$ cat config.mk
export PLATFORM = sky130hd
export DESIGN_NAME = input_conditioner_flat
export DESIGN_NICKNAME = d
export VERILOG_FILES = /design/src/rtl/input_conditioner_if.sv /design/src/rtl/input_conditioner.sv /design/src/flat_wrapper.sv
export SDC_FILE = /design/constraint.sdc
export NUM_CORES = 1
export LEC_CHECK = 0
export CAP_MARGIN = 40
export CELL_PAD_IN_SITES_DETAIL_PLACEMENT = 0
export CELL_PAD_IN_SITES_GLOBAL_PLACEMENT = 1
export CORE_UTILIZATION = 43
export CTS_CLUSTER_DIAMETER = 150
export DETAILED_ROUTE_END_ITERATION = 6
export GPL_TIMING_DRIVEN = 1
export PLACE_DENSITY = 0.87
export SKIP_CTS_REPAIR_TIMING = 1
export SLEW_MARGIN = 20
export SYNTH_ARGS = -nofsm -noshare
export SYNTH_HDL_FRONTEND = slang
export SYNTH_SLANG_ARGS = --single-unit
$ cat constraint.sdc
create_clock -name clk -period 2.94 [get_ports clk]
set_clock_uncertainty 0.2 [all_clocks]
set_input_delay 0.294 -clock clk [delete_from_list [all_inputs] [get_ports clk]]
set_output_delay 0.294 -clock clk [all_outputs]
set_load 0.02 [all_outputs]
$ cat src/rtl/input_conditioner_if.sv
// Signal bundle between the board-level inputs and the game logic: raw button/switches in,
// conditioned strobe, captured guess, debounced level and press counter out.
interface input_conditioner_if;
    logic       btn_raw;
    logic [7:0] sw_raw;
    logic       enter_pulse;
    logic [7:0] guess;
    logic       btn_level;
    logic [7:0] press_count;

    modport master (
        output btn_raw,
        output sw_raw,
        input  enter_pulse,
        input  guess,
        input  btn_level,
        input  press_count
    );

    modport slave (
        input  btn_raw,
        input  sw_raw,
        output enter_pulse,
        output guess,
        output btn_level,
        output press_count
    );
endinterface

$ cat src/rtl/input_conditioner.sv
// Synchronizes and debounces the enter key, then emits one strobe per accepted press
// together with the switch value captured on that same edge.
module input_conditioner #(
    parameter int unsigned DB_CYCLES      = 4,
    parameter bit          BTN_ACTIVE_LOW = 1'b1
) (
    input logic                 clk,
    input logic                 reset,
    input_conditioner_if.slave  io_bus
);

    if (DB_CYCLES < 2 || DB_CYCLES > 65535) begin : g_param_check
        $error("input_conditioner: DB_CYCLES must be in 2..65535");
    end

    localparam logic [15:0] CntMax = 16'(DB_CYCLES - 1);

    typedef enum logic [1:0] {
        S_IDLE,
        S_PRESS_DB,
        S_HELD,
        S_RELEASE_DB
    } state_e;

    logic        w_btn_norm;
    logic        r_btn_meta;
    logic        r_btn_sync;
    logic [7:0]  r_sw_meta;
    logic [7:0]  r_sw_sync;
    state_e      r_state;
    state_e      w_state_next;
    logic [15:0] r_cnt;
    logic [15:0] w_cnt_next;
    logic        w_accept;
    logic        w_btn_level;
    logic        r_enter_pulse;
    logic [7:0]  r_guess;
    logic [7:0]  r_press_count;

    assign w_btn_norm = BTN_ACTIVE_LOW ? ~io_bus.btn_raw : io_bus.btn_raw;

    // Button synchronizer resets to "pressed" so a key held through reset is not accepted.
    always_ff @(posedge clk or posedge reset) begin
        if (reset) begin
            r_btn_meta <= 1'b1;
            r_btn_sync <= 1'b1;
            r_sw_meta  <= 8'h00;
            r_sw_sync  <= 8'h00;
        end else begin
            r_btn_meta <= w_btn_norm;
            r_btn_sync <= r_btn_meta;
            r_sw_meta  <= io_bus.sw_raw;
            r_sw_sync  <= r_sw_meta;
        end
    end

    always_ff @(posedge clk or posedge reset) begin
        if (reset) begin
            r_state <= S_RELEASE_DB;
            r_cnt   <= 16'd0;
        end else begin
            r_state <= w_state_next;
            r_cnt   <= w_cnt_next;
        end
    end

    always_comb begin
        w_state_next = r_state;
        w_cnt_next   = r_cnt;
        case (r_state)
            S_IDLE: begin
                if (r_btn_sync) begin
                    w_state_next = S_PRESS_DB;
                    w_cnt_next   = 16'd0;
                end
            end
            S_PRESS_DB: begin
                if (!r_btn_sync) begin
                    w_state_next = S_IDLE;
                    w_cnt_next   = 16'd0;
                end else if (r_cnt == CntMax) begin
                    w_state_next = S_HELD;
                    w_cnt_next   = 16'd0;
                end else begin
                    w_cnt_next = r_cnt + 16'd1;
                end
            end
            S_HELD: begin
                if (!r_btn_sync) begin
                    w_state_next = S_RELEASE_DB;
                    w_cnt_next   = 16'd0;
                end
            end
            S_RELEASE_DB: begin
                if (r_btn_sync) begin
                    w_state_next = S_HELD;
                    w_cnt_next   = 16'd0;
                end else if (r_cnt == CntMax) begin
                    w_state_next = S_IDLE;
                    w_cnt_next   = 16'd0;
                end else begin
                    w_cnt_next = r_cnt + 16'd1;
                end
            end
            default: begin
                w_state_next = S_IDLE;
                w_cnt_next   = 16'd0;
            end
        endcase
    end

    always_comb begin
        w_accept    = (r_state == S_PRESS_DB) && (w_state_next == S_HELD);
        w_btn_level = (r_state == S_HELD) || (r_state == S_RELEASE_DB);
    end

    // Strobe, captured guess and counter all update on the accepting edge only.
    always_ff @(posedge clk or posedge reset) begin
        if (reset) begin
            r_enter_pulse <= 1'b0;
            r_guess       <= 8'h00;
            r_press_count <= 8'h00;
        end else begin
            r_enter_pulse <= w_accept;
            if (w_accept) begin
                r_guess       <= r_sw_sync;
                r_press_count <= r_press_count + 8'd1;
            end
        end
    end

    assign io_bus.enter_pulse = r_enter_pulse;
    assign io_bus.guess       = r_guess;
    assign io_bus.btn_level   = w_btn_level;
    assign io_bus.press_count = r_press_count;

endmodule

$ cat src/flat_wrapper.sv
// flat-port wrapper written by rule: the top's interface ports become plain ports
module input_conditioner_flat 
#(
    parameter int unsigned DB_CYCLES      = 4,
    parameter bit          BTN_ACTIVE_LOW = 1'b1
)
  (clk, reset, io_bus_btn_raw, io_bus_sw_raw, io_bus_enter_pulse, io_bus_guess, io_bus_btn_level, io_bus_press_count);
  input_conditioner_if io_bus_i ();
  input logic clk;
  input logic reset;
  input wire logic [$bits(io_bus_i.btn_raw)-1:0] io_bus_btn_raw;
  input wire logic [$bits(io_bus_i.sw_raw)-1:0] io_bus_sw_raw;
  output wire logic [$bits(io_bus_i.enter_pulse)-1:0] io_bus_enter_pulse;
  output wire logic [$bits(io_bus_i.guess)-1:0] io_bus_guess;
  output wire logic [$bits(io_bus_i.btn_level)-1:0] io_bus_btn_level;
  output wire logic [$bits(io_bus_i.press_count)-1:0] io_bus_press_count;
  assign io_bus_i.btn_raw = io_bus_btn_raw;
  assign io_bus_i.sw_raw = io_bus_sw_raw;
  assign io_bus_enter_pulse = io_bus_i.enter_pulse;
  assign io_bus_guess = io_bus_i.guess;
  assign io_bus_btn_level = io_bus_i.btn_level;
  assign io_bus_press_count = io_bus_i.press_count;
  input_conditioner #(.DB_CYCLES(DB_CYCLES), .BTN_ACTIVE_LOW(BTN_ACTIVE_LOW)) u_core (.clk(clk), .reset(reset), .io_bus(io_bus_i));
endmodule
==> impl_metrics.py <==
metrics = {
    "worst_setup_path": {
        "cp.arrival_ns": 2.20,
        "r2r.worst_path.cells": 6,
        "critical_path_depth": 6,
        "path_delay_family": "simple AND/OR/NAND/NOR gates",
        "worst-path-buf-inv": 1,
        "worst_path_cell_trace": "ha_1, nor4b_2, and4_4, and3_1, buf_4, mux2_2",
        "ff2ff_setup_slack_ns": 0.73,
        "startpoint_type": "flip-flop",
        "critical_path_required_ns": 2.93,
        "slowest_library_cell_on_the_worst_path": "sky130_fd_sc_hd__dfrtp_1",
        "worst_path_largest_cell_delay_ns": 0.41,
        "worstSetupPathType": "reg2reg",
        "critical_path.endpoint_type": "flip-flop",
        "crit_fanout": 14,
    },
    "placement": {
        "io_buffer_count": 28,
        "placed_cells_incl_taps": 271,
        "gp_congestion": 0.820,
        "pre_cts_slack_ns": 0.727,
        "dp_hpwl_mm": 2.72,
    },
    "finish": {
        "final_util_pct": 54.7,
        "post_route_cells_drive_above_1_share_pct": 15.1,
        "n_antenna_cell": 0,
        "layout.cells.non_filler": 279,
        "layout.cells.most_common_list": "49 x sky130_fd_sc_hd__dfrtp_1, 28 x sky130_fd_sc_hd__clkdlybuf4s50_1, 13 x sky130_fd_sc_hd__nand2_1",
        "fillers": 439,
        "final_nets": 224,
        "final_common_cell": "sky130_fd_sc_hd__dfrtp_1",
        "area.growth.synth_to_final_pct": 19.5,
    },
    "logic_synthesis": {
        "syn_area_mm2": 0.00220,
        "synth_cell_types": 41,
        "ys_seq_elements": 53,
        "synth-warning-count": 0,
        "synth.yosys.seq_area_share_pct": 60.4,
        "synth_area_per_cell_um2": 12.2,
        "syn_inst": 180,
        "syn-num-nets": 193,
    },
    "drt": {
        "route.final.wire_length_mm": 3.79,
        "routedWlPerCell_um": 13.6,
        "first_pass_iters": 5,
        "via_per_inst": 5.23,
        "drt_first_iter_violations": 105,
        "drt_drc_violations_left": 0,
        "num_vias": 1460,
        "postRouteAntennaNets": 0,
    },
    "clock_network": {
        "clk_pin_slew_ns": 0.10,
        "htreeDepth": 2,
        "clock_tree_from_tritoncts": "built",
        "clock_latency_ns": 0.30,
        "clk_root_buffer_cell": "sky130_fd_sc_hd__clkbuf_8",
        "tritoncts_num_sinks": 53,
        "ctsLongestPathBuffers": 2,
        "numCtsBuffers": 5,
    },
    "sta": {
        "max_clock_freq_mhz": 453,
        "worst-slew-pin-transition_ns": 0.528,
        "finalCriticalPeriod_ns": 2.21,
        "slew_headroom_pct": 64.8,
        "setup_viol": 0,
        "grt_setup_unrepaired": "no",
        "worst_slack_ns": 0.732,
        "final_max_tran_viols": 0,
        "timing.final.hold_violations": 0,
        "post_route_setup_tns_ns": 0,
        "period_share_pct": 75.1,
        "whs_ns": 0.159,
    },
    "global_routing": {
        "first_global_vias": 1378,
        "grt_start_max_net_pins": 27,
        "first_pass_grt_wire_length_mm": 6.43,
        "grt_antenna_before_repair": 0,
        "overflow": 0,
        "globalRouteTotalUtil_pct": 15.8,
    },
    "power": {
        "power.leakage_nw": 1.18,
        "sequentialPowerShare_pct": 51.7,
        "clkPwrFrac_pct": 25.7,
        "intPower_mw": 1.16,
        "worst_ir_drop_vdd_mv": 0.388,
        "part_of_the_total_power_dissipated_in_combinational_logic_pct": 22.7,
        "power_density_mw_per_mm2": 632,
        "power_switching_mw": 0.506,
        "swShare_pct": 30.4,
    },
    "die": {
        "die_height_um": 73.6,
        "std_cell_rows": 25,
        "chipWidth_um": 73.6,
        "initial_utilization_pct": 45.7,
        "core_region_area_mm2": 0.00482,
        "num_io_pins": 29,
        "floorplan.die_area_mm2": 0.00541,
    },
    "worst_hold_path": {
        "holdCritPathClass": "in2async",
    },
    "job": {
        "drv.max_cap_violation_count": 0,
    },
    "run_status": {
        "run_status": "finished clean",
    },
}
## final timing paths
kind	startpoint	to
hold / removal	reset	u_core.io_bus.guess[0]
max in group asynchronous	reset	u_core.r_state[1]
hold reg to reg	u_core.r_sw_meta[7]	u_core.r_sw_sync[7]
min in group clk	u_core.r_sw_meta[7]	u_core.r_sw_sync[7]
setup reg to reg	u_core.r_cnt[0]	u_core.io_bus.guess[4]
setup / recovery	u_core.r_cnt[0]	u_core.io_bus.guess[4]
## cell usage after synthesis (all sizes together)
cell type | count | area, µm²
buf | 7 | 62.6
ha | 2 | 25.0
o21ai | 5 | 25.0
clkbuf | 2 | 7.51
and4 | 2 | 20.0
or3 | 2 | 12.5
a31oi | 8 | 50.1
inv | 3 | 11.3
nor2b | 1 | 6.26
xor2 | 5 | 43.8
and2 | 3 | 18.8
nor3 | 4 | 20.0
mux2 | 10 | 113
nor4b | 2 | 23.8
a32o | 1 | 10.0
nand3 | 11 | 60.1
a21o | 2 | 15.0
or2 | 3 | 18.8
nand4 | 6 | 52.6
nor4 | 3 | 25.0
nand2 | 13 | 48.8
xnor2 | 3 | 33.8
dfstp | 4 | 105
a22o | 1 | 8.76
and3 | 5 | 31.3
a21oi | 9 | 45.0
o21ba | 1 | 10.0
dfrtp | 49 | 1230
nor2 | 9 | 33.8
mux2i | 4 | 40.0
## worst register-to-register path: stages (launching register included)
cell	delay, ns
sky130_fd_sc_hd__dfrtp_1	0.41
sky130_fd_sc_hd__ha_1	0.25
sky130_fd_sc_hd__nor4b_2	0.22
sky130_fd_sc_hd__and4_4	0.28
sky130_fd_sc_hd__and3_1	0.15
sky130_fd_sc_hd__buf_4	0.23
sky130_fd_sc_hd__mux2_2	0.36
## registers in the layout, summed over array words and instances, names as in the netlist
name	flops
u_core.r_cnt	16
u_core.r_sw_sync	8
u_core.io_bus.press_count	8
u_core.r_sw_meta	8
u_core.r_btn_meta	1
u_core.r_state	2
u_core.io_bus.enter_pulse	1
u_core.r_btn_sync	1
u_core.io_bus.guess	8
## logic make-up (layout without fill, tap and decap cells)
family / after synthesis / count (layout) / synth area share, %
AND/OR/NAND/NOR: 64 / 64 / 16.9
flip-flops: 53 / 53 / 60.4
AO/OA/AOI/OAI: 27 / 27 / 7.44
multiplexers: 14 / 14 / 6.93
buffers and inverters: 12 / 44 / 3.69
XOR/XNOR: 8 / 8 / 3.52
adder cells (fa/ha/maj): 2 / 2 / 1.14
## metrics by stage
stage	cell area, µm²	power (mW)
global route	2630	1.77
global placement	2530	1.25
CTS	2630	1.69
finish	2630	1.67
floorplan	2200	1.11
detailed placement	2530	1.26
## per-layer routing
| metal | share of wire, % | global-route usage [%] | vias to the layer above |
|---|---|---|---|
| met5 | 0 | 0 | - |
| met4 | 1.2 | 7.05 | 0 |
| met3 | 3.4 | 4.12 | 4 |
| met2 | 48 | 24.2 | 33 |
| met1 | 47 | 21.3 | 717 |
| li1 | - | - | 706 |
## power groups by stage
stage	logic (mW)	clock network, mW	registers (mW)
6_report	0.377	0.427	0.860
5_1_grt	0.422	0.473	0.871
4_1_cts	0.380	0.448	0.861
3_5_place_dp	0.380	0	0.875
3_3_place_gp	0.374	0	0.873
2_1_floorplan	0.222	0	0.892
## area by class of cell
type,instances,area (µm²),area share [%]
Sequential cell,53,1330,50.5
Multi-Input combinational cell,115,791,30.0
Timing Repair Buffer,33,318,12.1
Tap cell,67,83.8,3.18
Clock buffer,6,82.6,3.14
Clock inverter,2,16.3,0.618
Inverter,3,11.3,0.428
Note: power is estimated with default switching activity, not from simulation.
==> RTL change, RTL diff (config.mk and constraints unchanged) <==
Make the reset (`reset`) synchronous in 3 clocked blocks.
--- a/src/rtl/input_conditioner.sv
+++ b/src/rtl/input_conditioner.sv
@@ -42,3 +42,3 @@
     // Button synchronizer resets to "pressed" so a key held through reset is not accepted.
-    always_ff @(posedge clk or posedge reset) begin
+    always_ff @(posedge clk) begin
         if (reset) begin
@@ -56,3 +56,3 @@
 
-    always_ff @(posedge clk or posedge reset) begin
+    always_ff @(posedge clk) begin
         if (reset) begin
@@ -117,3 +117,3 @@
     // Strobe, captured guess and counter all update on the accepting edge only.
-    always_ff @(posedge clk or posedge reset) begin
+    always_ff @(posedge clk) begin
         if (reset) begin
Check against the original RTL: differs if reset is asserted again (counterexample within 10 cycles, from zero or initial values and one cycle with reset high); with reset held inactive, the same outputs for 10 cycles.
==> RTL change against the unedited design <==
- the flow now finishes with violations (DRC)
- area after synthesis fell by 4.3%
- highest routed layer unchanged
- critical path depth did not move
- synthesized cell count is 27% higher
- worst setup slack worse by 320 ps
- non-clock buffer count decreased by 2
- design area is 3.6% lower
- sequential cell count is the same
- wire length rose by 2.1%
- global-route usage rose by 0.63 points
Power is not compared: it rests on default switching activity, and its combinational part moved more than twofold at a synthesized area within 25%.
==> RTL change: results (changes against the unedited design) <==
stage,metric,value,unit,change
run_status,status,finished with violations,,
run_status,violations,DRC,,
synth,synthAdderAreaFrac,1.19,%,+0.051 points
routing,detail_route.first_pass.iterations,6,,+1
worst_setup_path,timing.critical_path.fanout_max,19,,+5
synth,synth_async_sr_flop_share,0,%,-100 points
grt,grt.total_usage,16.5,%,+0.63 points
routing,route.final.wire_length,3870,um,+2.1%
layout,nets,268,,+20%
placement,dp_hpwl,2670,um,-2.0%
routing,via_total_after_detailed_routing,1639,,+12%
worst_setup_path,critical_path_cell_with_the_highest_stage_delay,sky130_fd_sc_hd__dfxtp_1,,
grt,first_pass_grt_wire_length,6710,um,+4.4%
worst_setup_path,critPathArrivalTime,2570,ps,+370 ps
routing,post_drt_wl_per_cell,12.0,um,-12%
routing,drc_violations_left,2,,+2
synth,synth.area.mux_share,4.75,%,-2.2 points
worst_setup_path,largest_stage_delay_worst_path,440,ps,+30 ps
synth,synth_top_flop_cell,sky130_fd_sc_hd__dfxtp_1,,
placement,dp_cells,315,,+16%
synth,synth.top_cells.by_area,"sky130_fd_sc_hd__dfxtp_1 (50%), sky130_fd_sc_hd__mux2i_1 (4.7%), sky130_fd_sc_hd__nor2b_1 (4.7%), sky130_fd_sc_hd__nor2_1 (3.7%), sky130_fd_sc_hd__o21ai_0 (3.1%)",,
grt,grt_start_max_net_pins,43,,+59%
synth,netlist_top_cells_count,"sky130_fd_sc_hd__dfxtp_1 (53), sky130_fd_sc_hd__nor2_1 (21), sky130_fd_sc_hd__nor2b_1 (16), sky130_fd_sc_hd__nand2_1 (13), sky130_fd_sc_hd__o21ai_0 (13)",,
synth,number_of_distinct_library_cells_after_synthesis,38,,-7.3%
synth,xor_xnor_share_of_the_synthesized_area,2.43,%,-1.1 points
RTL change: cell count changes after synthesis, sizes merged, moves of 5 or more:
cell and delta:
o21ai +8, dfrtp -49, or3 +8, dfxtp +53, clkbuf +5, mux2 -10, nor2b +15, nor2 +12
mux2i +6
RTL change: worst paths after layout:
path | start | slack (ps) | end | cells past startpoint
min | u_core.r_btn_meta | 220 | u_core.r_btn_sync | 1
max reg2reg | u_core.r_cnt[0] | 410 | u_core.io_bus.press_count[4] | 6
max | u_core.r_cnt[0] | 410 | u_core.io_bus.press_count[4] | 6
min reg2reg | u_core.r_btn_meta | 220 | u_core.r_btn_sync | 1
RTL change: area by class of cell:
| class | count | area, um^2 | share of cell area, % |
|---|---|---|---|
| Multi-Input combinational cell | 161 | 983 | 38.7 |
| Clock buffer | 5 | 68.8 | 2.71 |
| Clock inverter | 3 | 28.8 | 1.13 |
| Tap cell | 67 | 83.8 | 3.30 |
| Timing Repair Buffer | 31 | 303 | 11.9 |
| Inverter | 3 | 11.3 | 0.443 |
| Sequential cell | 53 | 1060 | 41.8 |
RTL change: power by group:
part,switching (W),internal (W)
combinational,0.0000211,0.0000249
clock,0.000262,0.000180
sequential,0.00000664,0.000730
RTL change: cells by family (layout without fill, tap and decap cells):
logic type / Yosys count / count (layout)
and+or+nand+nor: 107 / 107
AOI/OAI and AO/OA: 37 / 37
muxes: 10 / 10
buffers and inverters: 15 / 42
xor gates and xnor gates: 5 / 5
adders and majority gates: 2 / 2
DFF: 53 / 53
RTL change: through the flow:
| step | instance area, um^2 | worst slack [ps] |
|---|---|---|
| final | 2540 | 413 |
| after CTS | 2540 | 418 |
| after floorplan | 2110 | 898 |
| after detailed placement | 2440 | 445 |
| after global routing | 2540 | 171 |
| after global placement | 2440 | 555 |
RTL change: layer usage:
layer	vias up	routed length, um
met4	0	47
met2	40	1740
met3	5	205
li1	853	-
met5	-	0
met1	741	1870
